## config.mk

```make
export PLATFORM = sky130hd
export DESIGN_NAME = dma_priority_ctrl
export DESIGN_NICKNAME = d
export VERILOG_FILES = /design/src/rtl/dma_priority_ctrl.sv
export SDC_FILE = /design/constraint.sdc
export NUM_CORES = 1
export LEC_CHECK = 0
export BUFFER_PORTS_ARGS = -buffer_cell sky130_fd_sc_hd__buf_2
export CAP_MARGIN = 20
export CORE_MARGIN = 2
export CORE_UTILIZATION = 57
export DETAILED_ROUTE_END_ITERATION = 6
export PLACE_DENSITY = 0.91
export SLEW_MARGIN = 10
export SYNTH_ARGS = -nofsm -noshare
export SYNTH_HDL_FRONTEND = slang
export SYNTH_SLANG_ARGS = --single-unit
export TNS_END_PERCENT = 20
```

## constraint.sdc

```tcl
create_clock -name CLK -period 5.4 [get_ports CLK]
set_input_delay 0 -clock CLK [delete_from_list [all_inputs] [get_ports CLK]]
set_output_delay 0 -clock CLK [all_outputs]
set_load 0.005 [all_outputs]
```

## src/rtl/dma_priority_ctrl.sv

```systemverilog
// dma_priority_ctrl
//   Channel arbiter and bus-hold sequencer for a 4-channel DMA controller.
//   It qualifies channel requests and raises HRQ. When HLDA arrives it
//   resolves priority and drives DACK for the winning channel. It then
//   reports the granted channel and releases the bus when timing control
//   pulses xfer_done.
//
// Optional build macro:
//   DMA_DREQ_SYNC_EN - route DREQ through a 2-flop synchronizer. This makes
//                      the DREQ-to-HRQ latency 3 cycles instead of 1.
//
// Ports:
//   CLK, RESET   clock and synchronous active-high reset
//   DREQ[3:0]    request pins, active level selected by dreq_pol
//   HLDA         hold acknowledge from CPU
//   HRQ          hold request to CPU (registered)
//   DACK[3:0]    acknowledge pins, active level selected by dack_pol (registered)
//   mask[3:0]    1 = ignore that channel's DREQ
//   sw_req[3:0]  software requests, not affected by mask
//   ctrl_dis     blocks new hold requests from IDLE
//   rot_pri      0 = fixed priority (ch0 highest), 1 = rotating priority
//   dreq_pol     0 = DREQ active-high, 1 = active-low
//   dack_pol     0 = DACK active-low, 1 = active-high
//   xfer_done    single-cycle end-of-service pulse
//   grant_vld    a channel is being serviced (registered)
//   grant_ch     index of the serviced channel (registered)
module dma_priority_ctrl #(
    parameter int NUM_CH = 4
) (
    input  logic              CLK,
    input  logic              RESET,
    input  logic [NUM_CH-1:0] DREQ,
    input  logic              HLDA,
    output logic              HRQ,
    output logic [NUM_CH-1:0] DACK,
    input  logic [NUM_CH-1:0] mask,
    input  logic [NUM_CH-1:0] sw_req,
    input  logic              ctrl_dis,
    input  logic              rot_pri,
    input  logic              dreq_pol,
    input  logic              dack_pol,
    input  logic              xfer_done,
    output logic              grant_vld,
    output logic [1:0]        grant_ch
);

    typedef enum logic [1:0] {IDLE, HOLD_REQ, SERVICE, RELEASE} state_t;

    state_t            state, state_nxt;
    logic [NUM_CH-1:0] dreq_q;
    logic [NUM_CH-1:0] eff;
    logic [NUM_CH-1:0] dack_act, act_nxt;
    logic [1:0]        ptr, ptr_nxt;
    logic [1:0]        win;
    logic              hrq_nxt, gv_nxt;
    logic [1:0]        gc_nxt;

    // Search starts at base and wraps modulo 4. The first requesting
    // channel wins.
    function automatic logic [1:0] arbitrate(input logic [NUM_CH-1:0] req,
                                             input logic [1:0] base);
        logic [1:0] idx;
        logic [1:0] w;
        logic       found;
        w     = base;
        found = 1'b0;
        for (int k = 0; k < NUM_CH; k++) begin
            idx = base + 2'(k);
            if (!found && req[idx]) begin
                w     = idx;
                found = 1'b1;
            end
        end
        return w;
    endfunction

`ifdef DMA_DREQ_SYNC_EN
    logic [NUM_CH-1:0] dreq_s1, dreq_s2;

    // The synchronizer resets to the inactive level, so no phantom request
    // appears coming out of reset.
    always_ff @(posedge CLK) begin
        if (RESET) begin
            dreq_s1 <= {NUM_CH{dreq_pol}};
            dreq_s2 <= {NUM_CH{dreq_pol}};
        end else begin
            dreq_s1 <= DREQ;
            dreq_s2 <= dreq_s1;
        end
    end
    assign dreq_q = dreq_s2;
`else
    assign dreq_q = DREQ;
`endif

    assign eff = ((dreq_q ^ {NUM_CH{dreq_pol}}) & ~mask) | sw_req;
    // Fixed mode always searches from channel 0, whatever the pointer holds.
    assign win = arbitrate(eff, rot_pri ? ptr : 2'd0);

    // State register
    always_ff @(posedge CLK) begin
        if (RESET) state <= IDLE;
        else       state <= state_nxt;
    end

    // Next-state logic
    always_comb begin
        state_nxt = state;
        case (state)
            IDLE:     if (|eff && !ctrl_dis) state_nxt = HOLD_REQ;
            HOLD_REQ: begin
                if (eff == '0)    state_nxt = IDLE;
                else if (HLDA)    state_nxt = SERVICE;
            end
            // CPU preemption takes precedence over a coincident xfer_done.
            SERVICE: begin
                if (!HLDA)         state_nxt = IDLE;
                else if (xfer_done) state_nxt = RELEASE;
            end
            RELEASE:  if (!HLDA) state_nxt = IDLE;
            default:  state_nxt = IDLE;
        endcase
    end

    // Output logic: next values of the registered outputs
    always_comb begin
        hrq_nxt = HRQ;
        act_nxt = dack_act;
        gv_nxt  = grant_vld;
        gc_nxt  = grant_ch;
        ptr_nxt = ptr;
        case (state)
            IDLE: begin
                hrq_nxt = |eff && !ctrl_dis;
                act_nxt = '0;
                gv_nxt  = 1'b0;
            end
            HOLD_REQ: begin
                if (eff == '0) begin
                    hrq_nxt = 1'b0;
                end else if (HLDA) begin
                    act_nxt = NUM_CH'(1) << win;
                    gv_nxt  = 1'b1;
                    gc_nxt  = win;
                end
            end
            SERVICE: begin
                if (!HLDA) begin
                    hrq_nxt = 1'b0;
                    act_nxt = '0;
                    gv_nxt  = 1'b0;
                end else if (xfer_done) begin
                    hrq_nxt = 1'b0;
                    act_nxt = '0;
                    gv_nxt  = 1'b0;
                    ptr_nxt = rot_pri ? grant_ch + 2'd1 : 2'd0;
                end
            end
            RELEASE: begin
                hrq_nxt = 1'b0;
                act_nxt = '0;
                gv_nxt  = 1'b0;
            end
            default: begin
                hrq_nxt = 1'b0;
                act_nxt = '0;
                gv_nxt  = 1'b0;
            end
        endcase
    end

    // Output registers. DACK is re-encoded every cycle, so a dack_pol change
    // shows up on the next edge.
    always_ff @(posedge CLK) begin
        if (RESET) begin
            HRQ       <= 1'b0;
            dack_act  <= '0;
            DACK      <= dack_pol ? '0 : '1;
            grant_vld <= 1'b0;
            grant_ch  <= 2'd0;
            ptr       <= 2'd0;
        end else begin
            HRQ       <= hrq_nxt;
            dack_act  <= act_nxt;
            DACK      <= dack_pol ? act_nxt : ~act_nxt;
            grant_vld <= gv_nxt;
            grant_ch  <= gc_nxt;
            ptr       <= ptr_nxt;
        end
    end

endmodule

```

==> results_dict.tcl, run 1 <==
set metrics [dict create \
    htree_num_levels 1 \
    layout_commonest_cell "sky130_fd_sc_hd__buf_2" \
    internal-power_mw 0.197 \
    static-leakage-power_nw 0.529 \
    initialDrtViolationCount 56 \
    syn_inst 155 \
    slew_headroom_pct 54.2 \
    worstMarginPinSlew_ns 0.681 \
    critPathKind "reg -> reg" \
    fin_total_pwr_mw 0.284 \
    grt_pass1_wl_microns 4820 \
    worst_endpoint_required_time_ns 5.61 \
    clock_path_buffers 2 \
    drt_first_pass_iters 5 \
    top_level_ports 28 \
    mappedNetlistArea_sq_um 1190 \
    fin_cells 211 \
    synth-seq-cells 16 \
    antenna_violations_before_repair 0 \
    post-route-period-util_pct 47.3 \
    final_weighted_congestion_in_routability_driven_placement 1.03 \
    setup_tns_ns 0 \
    cts.clk_slew.worst_paths_ns 0.10 \
    die_w_microns 49.7 \
    vdd_drop_max_v 0.000166 \
    grt.total_usage_pct 24.2 \
    area.growth.synth_to_final_pct 17.6 \
    placementRows 16 \
    drc 0 \
    finalInstanceArea_sq_um 1400 \
    worst_clk_skew_ns 0.00179 \
    clock_power_share_pct 27.7 \
    layout.area.seq_sq_um 320 \
    die_area_sq_um 2470 \
    finalNetCount 205 \
    placed_cells 204 \
    first_global_vias 1155 \
    syn-num-nets 175 \
    netlist-cell-type-count 43 \
    n_fill_cell 171 \
    max_clock_freq_mhz 392 \
    ys_seq_area_share_pct 26.9 \
    grt_remaining_overflow 0 \
    die_y_microns 49.7 \
    status "finished clean" \
    part_of_the_total_power_dissipated_in_sequential_elements_pct 45.3 \
    synth.top_cells.by_area "sky130_fd_sc_hd__dfxtp_1 27%, sky130_fd_sc_hd__a21oi_1 7.6%, sky130_fd_sc_hd__nand2_1 5.0%, sky130_fd_sc_hd__or3_1 4.7%, sky130_fd_sc_hd__nor2_1 4.4%" \
    yosysWarningCount 0 \
    placement.cell_area_sq_um 1340 \
    timing.final.hold_violations 0 \
    hold_path_class "in -> reg" \
    grt_setup_unrepaired "false" \
    number_of_enable_flip_flop_cells_after_synthesis 0 \
    cap_violations 0 \
    route.final.wire_length_microns 2910 \
    pre_cts_ws_ns 2.72 \
    cts_inserted_buffers 3 \
    worstSetupEndpointType "flop" \
    critical_path_startpoint_category "flop" \
    ys_async_sr_fraction_pct 0 \
    timing_max_transition_violations_final 0 \
    antenna-diode-count 0 \
    drt.antenna.violating_nets 0 \
    crit_path_max_fanout 9 \
    report.final.setup_viol 0 \
    post_drt_wl_per_cell_microns 13.8 \
    avgSynthCellArea_sq_um 7.68 \
    layout_setup_ws_ns 2.85 \
    yosysTopAreaCell "sky130_fd_sc_hd__dfxtp_1" \
    powerDensity_nw_per_um2 202 \
    multi_input_gate_area_sq_um 826 \
    numPortBuffers 27 \
    cts_sinks 16 \
    finalWorstPathRequiredPeriod_ns 2.55 \
    switching_power_mw 0.0868 \
    post_cts_setup_bufs 0 \
    vias_per_cell 6.34 \
    combinationalPowerShare_pct 27.0 \
    tritoncts "done" \
    switching_share_pct 30.6 \
    synth_top_flop_cell "sky130_fd_sc_hd__dfxtp_1" \
    worstPathArrival_ns 2.76 \
    pin_count_of_the_biggest_net_entering_global_routing 18 \
    num_vias 1338 \
    clk_root_buffer_cell "sky130_fd_sc_hd__clkbuf_4" \
    post-synth-top-area-fraction_pct 26.9 \
    clk_latency_worst_skew_pair_ns 0.28 \
    fp.coreArea_sq_um 1960 \
    drive_gt1_share_pct 22.3 \
    most-common-layout-cells "27 x sky130_fd_sc_hd__buf_2, 18 x sky130_fd_sc_hd__a21oi_1, 16 x sky130_fd_sc_hd__dfxtp_1, 16 x sky130_fd_sc_hd__nand2_1, 14 x sky130_fd_sc_hd__nor2_1" \
    initial_core_utilization_pct 60.7 \
    detailed_place_hpwl_microns 2260 \
]
-- metrics by stage --
| stage | hold WS, ns | utilization (%) |
|---|---|---|
| 2_1_floorplan | 0.166 | - |
| 3_3_place_gp | 0.270 | 68.2 |
| 3_5_place_dp | 0.279 | 68.2 |
| 4_1_cts | 0.00784 | 70.5 |
| 5_1_grt | 0.0395 | 71.4 |
| 6_report | 0.0354 | 71.4 |
-- synthesized netlist by cell type, drive strengths merged (4+ instances only) --
library cell and instances:
a21oi 18, inv 6, nor2 14, a211oi 4
dfxtp 16, or3 9, xnor2 4, a311oi 5
o2111ai 5, nand2 16, nor3 7, o21ai 9
-- state kept, by name (all words and copies together), names as in the netlist --
signal     flops
DACK           4
dack_act       4
grant_ch       2
ptr            2
state          2
HRQ            1
grant_vld      1
-- path summary, 6_finish.rpt --
kind / start / to / slack (ns) / depth (start not counted)
worst max-delay path: ptr[1]$_SDFFE_PP0P_ / dack_act[0]$_SDFF_PP0_ / 2.85 / 7
worst min-delay path: HLDA / state[1]$_SDFFE_PP0P_ / 0.04 / 2
worst max register to register: ptr[1]$_SDFFE_PP0P_ / dack_act[0]$_SDFF_PP0_ / 2.85 / 7
worst min register to register: grant_vld$_SDFFE_PP0P_ / grant_vld$_SDFFE_PP0P_ / 0.48 / 1
-- power groups by stage --
stage / Combinational [mW] / Clock (mW) / Sequential, mW
2_1_floorplan: 0.0484 / 0 / 0.131
3_3_place_gp: 0.0700 / 0 / 0.131
3_5_place_dp: 0.0733 / 0 / 0.131
4_1_cts: 0.0741 / 0.0797 / 0.128
5_1_grt: 0.0845 / 0.0869 / 0.129
6_report: 0.0766 / 0.0786 / 0.128
-- kinds of logic after synthesis --
group | count (synthesis) | synth area share (%)
and+or+nand+nor | 63 | 28.0
AOI/OAI and AO/OA | 57 | 35.1
DFF | 16 | 26.9
buffers and inverters | 11 | 3.78
xor gates and xnor gates | 6 | 4.41
muxes | 2 | 1.79
-- worst max-delay path, cell delays in order (launching register included) --
cell and delay (ns):
sky130_fd_sc_hd__dfxtp_1 0.47, sky130_fd_sc_hd__and2_1 0.39, sky130_fd_sc_hd__a211o_1 0.19, sky130_fd_sc_hd__nor2_1 0.07
sky130_fd_sc_hd__a2111oi_1 0.62, sky130_fd_sc_hd__nor4_2 0.21, sky130_fd_sc_hd__or3_1 0.37, sky130_fd_sc_hd__a21oi_1 0.16
-- area by class of cell --
cell class	count	share of cell area (%)
Sequential cell	16	22.9
Multi-Input combinational cell	128	58.9
Clock buffer	4	2.59
Tap cell	27	2.41
Timing Repair Buffer	30	11.6
Inverter	6	1.61
-- per-layer routing --
metal	GRT usage [%]	part of all wire [%]	vias to the layer above	routed length, microns
met5	0	0	-	0
met4	7.41	0.86	0	25
met3	3.03	5.6	4	163
met2	43.6	50	52	1450
met1	29.8	44	631	1270
li1	-	-	651	-
-- timing repair --
item / in CTS / in global routing
hold endpoints to repair: 7 / 1
hold buffers: 1 / 1
endpoints found under the setup margin: 0 / 0
gates resized for setup: 0 / 0
Note: power is estimated with default switching activity, not from simulation.
==> inputs of run 2 (changes only) <==
- ABC_AREA: unset -> 1
- CORE_UTILIZATION: 57 -> 53
- PLACE_DENSITY: 0.91 -> 0.86
- clock period: 5.4 -> 2.6 ns (I/O delays scaled with it)
==> run 2 against run 1 <==
Global-route usage decreased by 2.5 points. Non-clock buffer count unchanged. Core utilization decreased by 5.6 points. Register-to-register slack got worse by 2.3 ns. Count of clock-buffer cells in the layout unchanged. Combinational power increased to 4.7 times the previous value. Power increased to 3.0 times the previous value. Clock power increased by 110%. Critical path type unchanged. Highest routed layer unchanged.
==> results_dict.tcl, run 2 <==
set metrics [dict create \
    status "finished clean" \
    most-common-layout-cells "69 x sky130_fd_sc_hd__nand2_1, 31 x sky130_fd_sc_hd__inv_1, 27 x sky130_fd_sc_hd__buf_2" \
    critical_path_startpoint_category "flop" \
    worst_clk_skew_ns 0.00734 \
    internal-power_mw 0.511 \
    crit_path_max_incr_delay_ns 0.56 \
    cts_inserted_buffers 3 \
    die_w_microns 51.7 \
    finalWorstPathRequiredPeriod_ns 2.10 \
    report.final.setup_viol 0 \
    post_drt_wl_per_cell_microns 9.66 \
    synth_top_flop_cell "sky130_fd_sc_hd__dfxtp_1" \
    most_frequent_cells_after_synthesis "69 x sky130_fd_sc_hd__nand2_1, 31 x sky130_fd_sc_hd__inv_1, 23 x sky130_fd_sc_hd__nand3_1, 19 x sky130_fd_sc_hd__nor2_1, 16 x sky130_fd_sc_hd__dfxtp_1" \
    first_global_vias 1113 \
    die_y_microns 51.7 \
    vdd_drop_max_v 0.000445 \
    drt_first_pass_iters 4 \
    tritoncts "done" \
    finalNetCount 258 \
    crit_path_max_fanout 7 \
    post-route-period-util_pct 80.7 \
    clk_latency_worst_skew_pair_ns 0.29 \
    route.final.wire_length_microns 2560 \
    switching_power_mw 0.336 \
    drt.antenna.violating_nets 0 \
    grt_setup_unrepaired "false" \
    regToRegSetupSlack_ns 0.50 \
    placementRows 17 \
    final_weighted_congestion_in_routability_driven_placement 0.802 \
    vias_per_cell 4.85 \
    setup_tns_ns 0 \
    clock_power_share_pct 19.6 \
    htree_num_levels 1 \
    post-synth-top-count-cell "sky130_fd_sc_hd__nand2_1" \
    number_of_enable_flip_flop_cells_after_synthesis 0 \
    initial_core_utilization_pct 55.1 \
    avgSynthCellArea_sq_um 5.94 \
    grt_remaining_overflow 0 \
    max_clock_freq_mhz 477 \
    yosysWarningCount 0 \
    drc 0 \
    switching_share_pct 39.7 \
    n_fill_cell 227 \
    powerDensity_nw_per_um2 587 \
    worstPathArrival_ns 2.34 \
    timing.final.hold_violations 0 \
    critPathKind "reg -> reg" \
    cp.buffers_inverters 4 \
    worst_endpoint_required_time_ns 2.84 \
    fp.coreArea_sq_um 2190 \
    worst_path_dominant_cell_family "buffers and inverters" \
    clk_root_buffer_cell "sky130_fd_sc_hd__clkbuf_4" \
    hold_path_class "in -> reg" \
    slew_headroom_pct 68.9 \
    grt.total_usage_pct 21.7 \
    syn-num-nets 223 \
    initialDrtViolationCount 31 \
    top_level_ports 28 \
    top_regs "DACK (4), dack_act (4)" \
    drive_gt1_share_pct 24.1 \
    post-route-util_pct 65.8 \
    cts.clk_slew.worst_paths_ns 0.10 \
    syn_inst 203 \
    layout_commonest_cell "sky130_fd_sc_hd__nand2_1" \
    cp_slowest_cell "sky130_fd_sc_hd__dlygate4sd3_1" \
    detailed_place_hpwl_microns 2040 \
    grt_pass1_wl_microns 4440 \
    post_cts_setup_bufs 0 \
    antenna_violations_before_repair 0 \
    num_vias 1285 \
    clock_path_buffers 2 \
    timing.critical_path.mode_cell "sky130_fd_sc_hd__inv_1" \
    post-synth-top-area-fraction_pct 26.6 \
    worstMarginPinSlew_ns 0.465 \
    area.growth.synth_to_final_pct 19.6 \
    ys_seq_area_share_pct 26.6 \
    synth.top_cells.by_area "sky130_fd_sc_hd__dfxtp_1 27%, sky130_fd_sc_hd__nand2_1 21%, sky130_fd_sc_hd__inv_1 9.6%, sky130_fd_sc_hd__nand3_1 9.5%, sky130_fd_sc_hd__nand3_2 6.6%" \
    crit_path_cell_trace "inv_1 -> nor2_1 -> inv_1 -> nor2_1 -> inv_1 -> nand2_1 -> nand2_1 -> a21oi_1 -> dlygate4sd3_1" \
    ys_async_sr_fraction_pct 0 \
    cts_sinks 16 \
    combinationalPowerShare_pct 42.5 \
    worstSetupEndpointType "flop" \
    static-leakage-power_nw 0.817 \
    timing_max_transition_violations_final 0 \
    netlist-cell-type-count 21 \
    part_of_the_total_power_dissipated_in_sequential_elements_pct 37.9 \
    numPortBuffers 27 \
    mappedNetlistArea_sq_um 1210 \
    yosysTopAreaCell "sky130_fd_sc_hd__dfxtp_1" \
    cap_violations 0 \
    pin_count_of_the_biggest_net_entering_global_routing 10 \
    die_area_sq_um 2670 \
    synth-seq-cells 16 \
    antenna-diode-count 0 \
]
## run 2: through the flow
step | hold slack, ns | total power [mW] | area [sq um] | cells | setup WS (ns)
final | 0.0273 | 0.847 | 1440 | 265 | 0.503
after global routing | 0.0415 | 0.916 | 1440 | 265 | 0.311
after CTS | 0.0298 | 0.844 | 1440 | 265 | 0.543
after detailed placement | 0.251 | 0.673 | 1380 | 258 | 0.759
after global placement | 0.248 | 0.668 | 1380 | 258 | 0.786
after floorplan | 0.0691 | 0.584 | 1210 | 203 | 0.932
## run 2: metal layers
| layer | share of wire [%] | track usage [%] | vias to the layer above |
|---|---|---|---|
| li1 | - | - | 702 |
| met1 | 51 | 27.1 | 559 |
| met2 | 45 | 38.0 | 20 |
| met3 | 2.6 | 1.72 | 4 |
| met4 | 1.7 | 9.21 | 0 |
| met5 | 0 | 0 | - |
## run 2: worst register-to-register path: cells and delay by family (launching register included)
kind            cells  cell delay, ns
simple gates        4            0.65
compound gates      1            0.10
buf+inv             4            0.91
flops               1            0.39
## run 2: logic make-up after synthesis
family | Yosys count | share of synthesized area, %
buffers and inverters | 35 | 11.5
DFF | 16 | 26.6
and+or+nand+nor | 133 | 52.4
AOI/OAI and AO/OA | 19 | 9.54
## run 2: repair_timing
item / in CTS / in global routing
hold endpoints to repair: 6 / 0
hold buffers: 3 / 0
gates resized for setup: 0 / 0
## run 2: power groups by stage
stage / Combinational (mW) / Sequential, mW / Clock (mW)
finish: 0.360 / 0.321 / 0.166
global route: 0.415 / 0.327 / 0.174
CTS: 0.356 / 0.321 / 0.168
detailed placement: 0.347 / 0.326 / 0
global placement: 0.343 / 0.325 / 0
floorplan: 0.259 / 0.324 / 0
## run 2: layout make-up
| class | instances | area, sq um | share of cell area (%) |
|---|---|---|---|
| clock buffer | 4 | 36.3 | 2.52 |
| timing repair buffer | 30 | 165 | 11.4 |
| inverter | 35 | 139 | 9.63 |
| sequential | 16 | 320 | 22.2 |
| tap | 28 | 35.0 | 2.43 |
| multi-input combinational | 152 | 747 | 51.8 |
## run 2: final timing paths
kind	from	to	cells after the start
max	state[0]$_SDFFE_PP0P_	HRQ$_SDFFE_PP0P_	9
min	rot_pri	ptr[1]$_SDFFE_PP0P_	3
min reg2reg	grant_vld$_SDFFE_PP0P_	grant_vld$_SDFFE_PP0P_	2
max reg2reg	state[0]$_SDFFE_PP0P_	HRQ$_SDFFE_PP0P_	9
